File: src/rtl/mem_ctrl_if.sv
// Bus bundle between mem_ctrl and its neighbours: the fetch stage, the MEM
// stage and the byte-wide RAM/IO bus.
//
// Handshake: a requester raises *_req_i with its command fields stable and
// keeps them until it sees the matching one-cycle *_ready_o pulse. It drops
// the request in that ready cycle. The controller samples a request only
// while idle. Read data (inst_o / mem_rdata_o) is valid in the ready cycle
// and holds until the next completion. There is no back-pressure on ready.
interface mem_ctrl_if #(
  parameter int ADDR_W = 32
);
  logic              if_req_i;
  logic [ADDR_W-1:0] if_pc_i;
  logic              if_jump_i;
  logic              inst_ready_o;
  logic [31:0]       inst_o;
  logic              is_if_output_o;
  logic              mem_req_i;
  logic              mem_wr_i;
  logic [2:0]        mem_len_i;
  logic [ADDR_W-1:0] mem_addr_i;
  logic [31:0]       mem_wdata_i;
  logic              mem_ready_o;
  logic [31:0]       mem_rdata_o;
  logic [7:0]        ram_din_i;
  logic [7:0]        ram_dout_o;
  logic [ADDR_W-1:0] ram_a_o;
  logic              ram_wr_o;
  logic              io_buffer_full_i;
  logic [1:0]        dbg_state_o;

  // Controller side
  modport slave (
    input  if_req_i, if_pc_i, if_jump_i,
    input  mem_req_i, mem_wr_i, mem_len_i, mem_addr_i, mem_wdata_i,
    input  ram_din_i, io_buffer_full_i,
    output inst_ready_o, inst_o, is_if_output_o,
    output mem_ready_o, mem_rdata_o,
    output ram_dout_o, ram_a_o, ram_wr_o,
    output dbg_state_o
  );

  // Requester / RAM side
  modport master (
    output if_req_i, if_pc_i, if_jump_i,
    output mem_req_i, mem_wr_i, mem_len_i, mem_addr_i, mem_wdata_i,
    output ram_din_i, io_buffer_full_i,
    input  inst_ready_o, inst_o, is_if_output_o,
    input  mem_ready_o, mem_rdata_o,
    input  ram_dout_o, ram_a_o, ram_wr_o,
    input  dbg_state_o
  );
endinterface

File: src/rtl/mem_ctrl.sv
// Memory controller: arbitrates instruction fetch and the MEM stage onto a
// single byte-wide RAM/IO bus. Multi-byte accesses are serialised into byte
// transfers; read bytes are reassembled little-endian.
module mem_ctrl #(
  parameter int         ADDR_W     = 32,
  parameter logic [1:0] IO_MASK_HI = 2'b11
) (
  input  logic       clk,
  input  logic       rst,
  mem_ctrl_if.slave  bus
);

  typedef enum logic [1:0] {
    S_IDLE      = 2'd0,
    S_IF_READ   = 2'd1,
    S_MEM_READ  = 2'd2,
    S_MEM_WRITE = 2'd3
  } state_t;

  state_t            r_state, w_state_nxt;
  // Reads: edges elapsed since accept. Writes: index of the byte on the bus.
  logic [2:0]        r_cnt, w_cnt_nxt;
  logic [2:0]        r_len, w_len_nxt;
  logic [ADDR_W-1:0] r_ram_a, w_ram_a_nxt;
  logic              r_ram_wr, w_ram_wr_nxt;
  logic [7:0]        r_ram_dout, w_ram_dout_nxt;
  logic [31:0]       r_buf, w_buf_nxt;       // partial read assembly
  logic [31:0]       r_wdata, w_wdata_nxt;   // remaining store bytes, LSB next
  logic              r_io, w_io_nxt;         // current write targets IO region
  logic              r_inst_ready, w_inst_ready_nxt;
  logic              r_mem_ready, w_mem_ready_nxt;
  logic [31:0]       r_inst, w_inst_nxt;
  logic [31:0]       r_rdata, w_rdata_nxt;

  logic [1:0]        w_cap_idx;
  logic [31:0]       w_buf_cap;
  logic              w_last_rd;
  logic              w_io_stall;
  logic              w_req_is_io;
  logic [2:0]        w_req_len;

  // Byte arriving on ram_din_i belongs to the address driven two edges ago
  always_comb begin
    w_cap_idx = r_cnt[1:0] - 2'd1;
    w_buf_cap = r_buf;
    w_buf_cap[{w_cap_idx, 3'b000} +: 8] = bus.ram_din_i;
    w_last_rd   = (r_cnt == r_len);
    w_io_stall  = r_io & bus.io_buffer_full_i;
    w_req_is_io = (bus.mem_addr_i[17:16] == IO_MASK_HI);
    w_req_len   = (bus.mem_len_i == 3'd0) ? 3'd1 : bus.mem_len_i;
  end

  // Next-state and next-output logic
  always_comb begin
    w_state_nxt      = r_state;
    w_cnt_nxt        = r_cnt;
    w_len_nxt        = r_len;
    w_ram_a_nxt      = r_ram_a;
    w_ram_wr_nxt     = 1'b0;
    w_ram_dout_nxt   = r_ram_dout;
    w_buf_nxt        = r_buf;
    w_wdata_nxt      = r_wdata;
    w_io_nxt         = r_io;
    w_inst_ready_nxt = 1'b0;
    w_mem_ready_nxt  = 1'b0;
    w_inst_nxt       = r_inst;
    w_rdata_nxt      = r_rdata;

    case (r_state)
      S_IDLE: begin
        // MEM stage has priority over instruction fetch
        if (bus.mem_req_i) begin
          w_state_nxt = bus.mem_wr_i ? S_MEM_WRITE : S_MEM_READ;
          w_ram_a_nxt = bus.mem_addr_i;
          w_cnt_nxt   = 3'd0;
          w_len_nxt   = w_req_len;
          w_buf_nxt   = 32'h0;
          if (bus.mem_wr_i) begin
            w_io_nxt       = w_req_is_io;
            w_ram_dout_nxt = bus.mem_wdata_i[7:0];
            w_wdata_nxt    = {8'h00, bus.mem_wdata_i[31:8]};
            w_ram_wr_nxt   = !(w_req_is_io && bus.io_buffer_full_i);
          end
        end else if (bus.if_req_i) begin
          w_state_nxt = S_IF_READ;
          w_ram_a_nxt = bus.if_pc_i;
          w_cnt_nxt   = 3'd0;
          w_len_nxt   = 3'd4;
          w_buf_nxt   = 32'h0;
        end
      end

      S_IF_READ, S_MEM_READ: begin
        if (r_state == S_IF_READ && bus.if_jump_i) begin
          // Redirected fetch: drop what was gathered so far
          w_buf_nxt = 32'h0;
          if (bus.mem_req_i) begin
            w_state_nxt = S_IDLE;
          end else begin
            w_ram_a_nxt = bus.if_pc_i;
            w_cnt_nxt   = 3'd0;
            w_len_nxt   = 3'd4;
          end
        end else begin
          if (r_cnt != 3'd0) begin
            w_buf_nxt = w_buf_cap;
          end
          if (r_cnt < r_len - 3'd1) begin
            w_ram_a_nxt = r_ram_a + 1'b1;
          end
          if (w_last_rd) begin
            w_state_nxt = S_IDLE;
            if (r_state == S_IF_READ) begin
              w_inst_nxt       = w_buf_cap;
              w_inst_ready_nxt = 1'b1;
            end else begin
              w_rdata_nxt     = w_buf_cap;
              w_mem_ready_nxt = 1'b1;
            end
          end else begin
            w_cnt_nxt = r_cnt + 3'd1;
          end
        end
      end

      S_MEM_WRITE: begin
        if (r_ram_wr) begin
          if (r_cnt == r_len - 3'd1) begin
            w_state_nxt     = S_IDLE;
            w_mem_ready_nxt = 1'b1;
          end else begin
            w_cnt_nxt      = r_cnt + 3'd1;
            w_ram_a_nxt    = r_ram_a + 1'b1;
            w_ram_dout_nxt = r_wdata[7:0];
            w_wdata_nxt    = {8'h00, r_wdata[31:8]};
            w_ram_wr_nxt   = !w_io_stall;
          end
        end else begin
          // Byte waiting on a full IO buffer: address and data held
          w_ram_wr_nxt = !w_io_stall;
        end
      end

      default: w_state_nxt = S_IDLE;
    endcase
  end

  // State and output registers
  always_ff @(posedge clk) begin
    if (rst) begin
      r_state      <= S_IDLE;
      r_cnt        <= 3'd0;
      r_len        <= 3'd0;
      r_ram_a      <= '0;
      r_ram_wr     <= 1'b0;
      r_ram_dout   <= 8'h00;
      r_buf        <= 32'h0;
      r_wdata      <= 32'h0;
      r_io         <= 1'b0;
      r_inst_ready <= 1'b0;
      r_mem_ready  <= 1'b0;
      r_inst       <= 32'h0;
      r_rdata      <= 32'h0;
    end else begin
      r_state      <= w_state_nxt;
      r_cnt        <= w_cnt_nxt;
      r_len        <= w_len_nxt;
      r_ram_a      <= w_ram_a_nxt;
      r_ram_wr     <= w_ram_wr_nxt;
      r_ram_dout   <= w_ram_dout_nxt;
      r_buf        <= w_buf_nxt;
      r_wdata      <= w_wdata_nxt;
      r_io         <= w_io_nxt;
      r_inst_ready <= w_inst_ready_nxt;
      r_mem_ready  <= w_mem_ready_nxt;
      r_inst       <= w_inst_nxt;
      r_rdata      <= w_rdata_nxt;
    end
  end

  // Output mapping; ownership flag is combinational on the live request
  always_comb begin
    bus.inst_ready_o   = r_inst_ready;
    bus.inst_o         = r_inst;
    bus.mem_ready_o    = r_mem_ready;
    bus.mem_rdata_o    = r_rdata;
    bus.ram_dout_o     = r_ram_dout;
    bus.ram_a_o        = r_ram_a;
    bus.ram_wr_o       = r_ram_wr;
    bus.dbg_state_o    = r_state;
    bus.is_if_output_o = (r_state == S_IF_READ) ||
                         ((r_state == S_IDLE) && !bus.mem_req_i);
  end

endmodule

File: src/flat_wrapper.sv
// flat-port wrapper written by rule: the top's interface ports become plain ports
module mem_ctrl_flat 
#(
  parameter int         ADDR_W     = 32,
  parameter logic [1:0] IO_MASK_HI = 2'b11
)
  (clk, rst, bus_if_req_i, bus_if_pc_i, bus_if_jump_i, bus_mem_req_i, bus_mem_wr_i, bus_mem_len_i, bus_mem_addr_i, bus_mem_wdata_i, bus_ram_din_i, bus_io_buffer_full_i, bus_inst_ready_o, bus_inst_o, bus_is_if_output_o, bus_mem_ready_o, bus_mem_rdata_o, bus_ram_dout_o, bus_ram_a_o, bus_ram_wr_o, bus_dbg_state_o);
  mem_ctrl_if #(.ADDR_W(ADDR_W)) bus_i ();
  input  logic clk;
  input  logic rst;
  input wire logic [$bits(bus_i.if_req_i)-1:0] bus_if_req_i;
  input wire logic [$bits(bus_i.if_pc_i)-1:0] bus_if_pc_i;
  input wire logic [$bits(bus_i.if_jump_i)-1:0] bus_if_jump_i;
  input wire logic [$bits(bus_i.mem_req_i)-1:0] bus_mem_req_i;
  input wire logic [$bits(bus_i.mem_wr_i)-1:0] bus_mem_wr_i;
  input wire logic [$bits(bus_i.mem_len_i)-1:0] bus_mem_len_i;
  input wire logic [$bits(bus_i.mem_addr_i)-1:0] bus_mem_addr_i;
  input wire logic [$bits(bus_i.mem_wdata_i)-1:0] bus_mem_wdata_i;
  input wire logic [$bits(bus_i.ram_din_i)-1:0] bus_ram_din_i;
  input wire logic [$bits(bus_i.io_buffer_full_i)-1:0] bus_io_buffer_full_i;
  output wire logic [$bits(bus_i.inst_ready_o)-1:0] bus_inst_ready_o;
  output wire logic [$bits(bus_i.inst_o)-1:0] bus_inst_o;
  output wire logic [$bits(bus_i.is_if_output_o)-1:0] bus_is_if_output_o;
  output wire logic [$bits(bus_i.mem_ready_o)-1:0] bus_mem_ready_o;
  output wire logic [$bits(bus_i.mem_rdata_o)-1:0] bus_mem_rdata_o;
  output wire logic [$bits(bus_i.ram_dout_o)-1:0] bus_ram_dout_o;
  output wire logic [$bits(bus_i.ram_a_o)-1:0] bus_ram_a_o;
  output wire logic [$bits(bus_i.ram_wr_o)-1:0] bus_ram_wr_o;
  output wire logic [$bits(bus_i.dbg_state_o)-1:0] bus_dbg_state_o;
  assign bus_i.if_req_i = bus_if_req_i;
  assign bus_i.if_pc_i = bus_if_pc_i;
  assign bus_i.if_jump_i = bus_if_jump_i;
  assign bus_i.mem_req_i = bus_mem_req_i;
  assign bus_i.mem_wr_i = bus_mem_wr_i;
  assign bus_i.mem_len_i = bus_mem_len_i;
  assign bus_i.mem_addr_i = bus_mem_addr_i;
  assign bus_i.mem_wdata_i = bus_mem_wdata_i;
  assign bus_i.ram_din_i = bus_ram_din_i;
  assign bus_i.io_buffer_full_i = bus_io_buffer_full_i;
  assign bus_inst_ready_o = bus_i.inst_ready_o;
  assign bus_inst_o = bus_i.inst_o;
  assign bus_is_if_output_o = bus_i.is_if_output_o;
  assign bus_mem_ready_o = bus_i.mem_ready_o;
  assign bus_mem_rdata_o = bus_i.mem_rdata_o;
  assign bus_ram_dout_o = bus_i.ram_dout_o;
  assign bus_ram_a_o = bus_i.ram_a_o;
  assign bus_ram_wr_o = bus_i.ram_wr_o;
  assign bus_dbg_state_o = bus_i.dbg_state_o;
  mem_ctrl #(.ADDR_W(ADDR_W), .IO_MASK_HI(IO_MASK_HI)) u_core (.clk(clk), .rst(rst), .bus(bus_i));
endmodule
File: config.mk
export PLATFORM = sky130hd
export DESIGN_NAME = mem_ctrl_flat
export DESIGN_NICKNAME = d
export VERILOG_FILES = /design/src/rtl/mem_ctrl_if.sv /design/src/rtl/mem_ctrl.sv /design/src/flat_wrapper.sv
export SDC_FILE = /design/constraint.sdc
export NUM_CORES = 1
export LEC_CHECK = 0
export ABC_AREA = 1
export BUFFER_PORTS_ARGS = -buffer_cell sky130_fd_sc_hd__buf_2
export CAP_MARGIN = 20
export CORE_ASPECT_RATIO = 0.75
export CORE_MARGIN = 5
export CORE_UTILIZATION = 40
export CTS_BUF_LIST = sky130_fd_sc_hd__clkbuf_8
export DETAILED_ROUTE_END_ITERATION = 7
export GPL_TIMING_DRIVEN = 0
export HOLD_SLACK_MARGIN = 0.06
export PLACE_DENSITY_LB_ADDON = 0.15
export SLEW_MARGIN = 20
export SYNTH_ARGS = -nofsm -noshare
export SYNTH_HDL_FRONTEND = slang
export SYNTH_SLANG_ARGS = --single-unit
File: constraint.sdc
create_clock -name clk -period 2.01 [get_ports clk]
set_input_delay 0 -clock clk [delete_from_list [all_inputs] [get_ports clk]]
set_output_delay 0 -clock clk [all_outputs]
set_load 0.03 [all_outputs]
# After elaboration in Yosys (flattened, before gate mapping)
# Index checks and enable logic that the tools add are counted.
# classes
bitwise_logic	5
magnitude_cmp	1
eq_ne	20
n_shift	2
n_addsub	5
n_mux	59
n_reduce_logical	23
# ops
cell	n
2-to-1 mux 32 bit	15
case mux 32 bit (2 select lines)	2
case mux 32 bit (3 select lines)	1
2-to-1 mux 3 bit	12
adder 32 x 1 -> 32 bit (second input constant)	1
bitwise mux 32 bit	1
2-to-1 mux 8 bit	4
variable shift 8 x 7 -> 32 bit (first input constant)	1
variable part select 8 x 7 -> 32 bit	1
AND reduction 5 bit	4
case mux 8 bit (2 select lines)	1
2-to-1 mux 2 bit	7
!= test 3 bit (second input constant)	4
AND reduction 4 bit	3
2-to-1 mux 1 bit	11
!= test 3 x 1 -> 1 bit (second input constant)	3
case mux 3 bit (3 select lines)	1
!= test 2 bit (second input constant)	4
negation 5 -> 7 bit	1
== test 2 bit (second input constant)	3
== test 3 bit	2
!= test 2 x 1 -> 1 bit (second input constant)	3
case mux 2 bit (3 select lines)	1
case mux 3 bit (2 select lines)	1
other kinds (18)	28
# totals
output_inout_bits	110
word_cells	128
input_bits	114
reg_bits	180

# Depth between registers and ports, before layout
# depth
word_depth	7
depth_mapped	13
depth_no_buf	13

# Least setup slack after synthesis
# No wires, ideal clock.
# synth_path
kind	reg-to-reg
startpoint	reg u_core.r_state[0], in the netlist u_core.bus.dbg_state_o[0]
endpoint	reg u_core.r_inst[2], in the netlist u_core.bus.inst_o[2]
setup_ns	0.114
path_stages_with_launch	11
synth_period_minus_slack_ns	2.007
arrival_ns	1.893
path_slack_ns	0.003
n_path_buf	1
required_time_ns	1.896
cell_sequence	dfxtp_1 inv_1 ha_1 nand2_1 inv_2 nand3_1 nor2_2 inv_2 buf_2 nor2_1 nor2_1
# synth_between
elab_chain_cells	4
word_cells_on_any_way	6
cone_classes	eq/ne (2); bitwise (1); reduce/logical (3)
# synth_rtl
item	line_no	rtl
from (decl)	mem_ctrl.sv:20	state_t r_state, w_state_nxt;
from (signal assigned)	mem_ctrl.sv:165	r_state <= w_state_nxt;
== test 2 x 1 -> 1 bit	mem_ctrl.sv:69, mem_ctrl.sv:94, mem_ctrl.sv:113	
logical AND 1 bit	mem_ctrl.sv:94	if (r_state == S_IF_READ && bus.if_jump_i) begin
inverter 1 bit (no source line)	n/a	
AND reduction 4 bit (no source line) *	n/a	
to (signal assigned)	mem_ctrl.sv:176	r_inst <= w_inst_nxt;
to (decl)	mem_ctrl.sv:32	logic [31:0] r_inst, w_inst_nxt;
# Mark *: on every way between the ends. The rest lies on a longest branch, timed or not.
# A chain may end at the register's enable or synchronous reset.

# Worst setup path after layout
# layout_path
startpoint	reg u_core.r_len[1]
endpoint	reg u_core.r_ram_a[14], in the netlist u_core.bus.ram_a_o[14]
# layout_between
elab_chain_cells	4
word_cells_on_any_way	6
cone_classes	add/sub (1); order compare (1); eq/ne (3); reduce/logical (1)
# layout_rtl
item	line_no	rtl
from (decl)	mem_ctrl.sv:23	logic [2:0] r_len, w_len_nxt;
from (signal assigned)	mem_ctrl.sv:167	r_len <= w_len_nxt;
subtractor 3 x 1 -> 3 bit *	mem_ctrl.sv:108, mem_ctrl.sv:128	
less-than comparator 3 bit or == test 3 bit (tied branches)	mem_ctrl.sv:108, mem_ctrl.sv:128	
!= test 3 x 1 -> 1 bit (no source line) or != test 2 bit (tied branches)	n/a	
AND reduction 5 bit (no source line) *	n/a	
to (signal assigned)	mem_ctrl.sv:168	r_ram_a <= w_ram_a_nxt;
to (decl)	mem_ctrl.sv:24	logic [ADDR_W-1:0] r_ram_a, w_ram_a_nxt;
# Marks and branches as above.

==> flow_metrics.env <==
export IMPL_syn2layout_area_growth_pct=48.64
export IMPL_cts_htree_levels=4
export IMPL_async_flop_share_pct=0
export IMPL_yosysWarnings=0
export IMPL_grtUsageTotal_pct=25.91
export IMPL_drive_gt1_share_pct=27.37
export IMPL_num_rows=47
export IMPL_status="complete, but fails checks"
export IMPL_port_buffers=223
export IMPL_n_antenna_cell=0
export IMPL_grt_pass1_wl_mm=52.82
export IMPL_insertion_delay_ns=0.47
export IMPL_placed_area_um2=10280
export IMPL_path_clk_slew_ns=0.10
export IMPL_drt_pre_antenna_iters=5
export IMPL_place_hpwl_mm=24.19
export IMPL_worst_slack_ns=-0.08412
export IMPL_drc=0
export IMPL_finalMaxSlewViolations=0
export IMPL_leakagePower_nw=5.931
export IMPL_max_cap_viol_count=0
export IMPL_die_x_um=181.3
export IMPL_syn_area_um2=8801
export IMPL_reg2reg_depth=12
export IMPL_vdd_ir_drop_worst_mv=0.6419
export IMPL_min_period_ns=2.094
export IMPL_gp_congestion=0.9562
export IMPL_post_drt_wl_per_cell_um=17.03
export IMPL_hold_ws_ns=0.1070
export IMPL_crit_fanout=7
export IMPL_setup_viol=39
export IMPL_end_kind="flop"
export IMPL_syn_area_per_cell_um2=6.424
export IMPL_skew_ns=0.01585
export IMPL_hold_start="bus_if_req_i"
export IMPL_cts_root_buf="clkbuf_8"
export IMPL_cp_start_kind="flop"
export IMPL_cp_data_arrival_time_ns=2.47
export IMPL_ys_seq_elements=172
export IMPL_reg2reg_from="u_core.r_len[1]"
export IMPL_cts_sinks=172
export IMPL_overflow=0
export IMPL_rrSetupSlack_ns=-0.08
export IMPL_vias=10650
export IMPL_r2r_end="u_core.bus.ram_a_o[14]"
export IMPL_finalPower_w=0.01777
export IMPL_critPathRequiredTime_ns=2.38
export IMPL_cts_tree="done"
export IMPL_synth_distinct_cells=34
export IMPL_via_per_inst=5.136
export IMPL_ios=224
export IMPL_ys_seq_area_share_pct=39.12
export IMPL_max_freq_mhz=477.5
export IMPL_max_slew_margin_pct=35.57
export IMPL_post_place_ws_ns=-0.4238
export IMPL_antenna_found_initial=0
export IMPL_dp_cells=1887
export IMPL_fin_area_um2=13080
export IMPL_rsz0062_at_grt="true"
export IMPL_grt_pass1_vias=9703
export IMPL_start_util_pct=40.23
export IMPL_grt_start_max_net_pins=17
export IMPL_fin_cells=2073
export IMPL_powerDensity_nw_per_um2=1358
export IMPL_hp_class="primary input to flop"
export IMPL_die_y_um=138.5
export IMPL_drt_total_wl_mm=35.31
export IMPL_fin_nets=1897
export IMPL_hold_viol_final=0
export IMPL_crit_type="flop to flop"
export IMPL_fin_crit_sh_pct=104.2
export IMPL_synth_ff_type="dfxtp_1"
export IMPL_holdPathEnd="u_core.r_buf[5]"
export IMPL_worstMarginPinSlew_ns=0.9664
export IMPL_drt_iter0_markers=974
export IMPL_die_area_um2=25100
export IMPL_cts_buffer_depth=2
export IMPL_cts_buffers=17
export IMPL_synth_edff_count=0
export IMPL_syn_nets=1500
export IMPL_layout_common_cells="nand2_1, buf_2, nor2_1, dfxtp_1, dlygate4sd3_1"
export IMPL_whs_path_depth=6
export IMPL_postSynthCellCount=1370
export IMPL_violations="negative setup slack"
export IMPL_final_common_cell="nand2_1"
export IMPL_ant_nets=0
export IMPL_core_um2=21880
[layer usage]
layer	share of wire [%]	up-vias	global-route usage, %
met5	0	-	0
met4	2.1	0	6.672
met3	9.5	51	7.195
met2	41	474	36.63
met1	47	4920	38.77
li1	-	5201	-
[logic make-up after synthesis]
logic type | synth area share (%)
AOI/OAI and AO/OA | 16.24
xor gates and xnor gates | 0.5971
adders and majority gates | 2.275
buffers and inverters | 8.644
DFF | 39.12
and+or+nand+nor | 33.12
[through the flow]
stage	setup TNS, ns	util [%]
2_1_floorplan	0	-
6_report	-1.764	59.80
3_5_place_dp	-46.36	47.01
5_1_grt	-6.824	59.80
4_1_cts	-3.160	56.52
3_3_place_gp	-44.63	47.01
[what timing repair did]
item / CTS / global route
cloned: 3 / 7
gates resized for setup: 96 / 132
setup endpoints to repair: 170 / 166
endpoints found under the hold margin: 96 / 0
hold buffers: 111 / 0
pin swaps: 20 / 25
buffers inserted: 28 / 11
[cell usage after synthesis (2+ instances only)]
| cell type | n | area, um2 |
|---|---|---|
| nor2_2 | 7 | 43.79 |
| xor2_1 | 2 | 17.52 |
| inv_2 | 10 | 37.54 |
| nor3_2 | 2 | 20.02 |
| a21oi_1 | 120 | 600.6 |
| buf_2 | 33 | 165.2 |
| o21bai_1 | 2 | 15.01 |
| clkbuf_1 | 27 | 101.4 |
| o22ai_1 | 32 | 200.2 |
| buf_6 | 3 | 33.78 |
| ha_1 | 16 | 200.2 |
| nand4_1 | 7 | 43.79 |
| buf_1 | 6 | 22.52 |
| nor2_1 | 199 | 747.0 |
| or2_2 | 4 | 25.02 |
| nand3_1 | 88 | 440.4 |
| dfxtp_1 | 172 | 3443 |
| nand2_2 | 4 | 25.02 |
| nand2_1 | 408 | 1531 |
| o21ai_1 | 78 | 390.4 |
| xnor2_1 | 4 | 35.03 |
| inv_1 | 105 | 394.1 |
| a22oi_1 | 8 | 60.06 |
| o21ai_0 | 23 | 115.1 |
[worst max path at each step]
stage,startpoint,slack [ns],cells past startpoint,endpoint
4_1_cts,u_core.r_len[1],-0.14,12,u_core.bus.ram_a_o[14]
2_1_floorplan,u_core.bus.dbg_state_o[0],0.003,10,u_core.bus.inst_o[2]
6_report,u_core.r_len[1],-0.08,12,u_core.bus.ram_a_o[14]
3_5_place_dp,u_core.r_cnt[0],-0.42,9,u_core.bus.inst_o[30]
5_1_grt,u_core.r_len[1],-0.19,12,u_core.bus.ram_a_o[20]
3_3_place_gp,u_core.r_cnt[0],-0.43,9,u_core.bus.inst_o[30]
[critical path, cell delays in order (launching register included)]
cell,delay (ns)
dfxtp_2,0.36
inv_2,0.05
ha_4,0.17
xnor2_4,0.13
ha_4,0.31
nand3_4,0.09
nor2_4,0.14
nor2_4,0.05
nand3_4,0.20
clkinv_8,0.14
buf_8,0.17
o21ai_4,0.14
a21oi_1,0.05
[area by class of cell]
| cell class | count | area (um2) |
|---|---|---|
| Fill cell | 2110 | 8795 |
| Timing Repair Buffer | 381 | 2749 |
| Multi-Input combinational cell | 1013 | 5211 |
| Clock buffer | 17 | 234.0 |
| Timing Repair inverter | 1 | 11.26 |
| Buffer | 65 | 449.2 |
| Sequential cell | 172 | 3456 |
| Tap cell | 294 | 367.9 |
| Clock inverter | 14 | 141.4 |
| Inverter | 116 | 461.7 |
[report_power, final]
group	internal [W]	switching, W
Clock	0.00101	0.00144
Combinational	0.00393	0.00645
Sequential	0.00417	0.000776
[registers in the layout (all words and copies together) (netlist names)]
signal,cells
u_core.bus.inst_o,32
u_core.bus.mem_rdata_o,32
u_core.bus.ram_a_o,32
u_core.r_buf,32
u_core.r_wdata,24
u_core.bus.ram_dout_o,8
u_core.r_cnt,3
u_core.r_len,3
u_core.bus.dbg_state_o,2
u_core.bus.inst_ready_o,1
u_core.bus.mem_ready_o,1
u_core.bus.ram_wr_o,1
u_core.r_io,1
No activity file was read; power rests on OpenSTA's default activity.
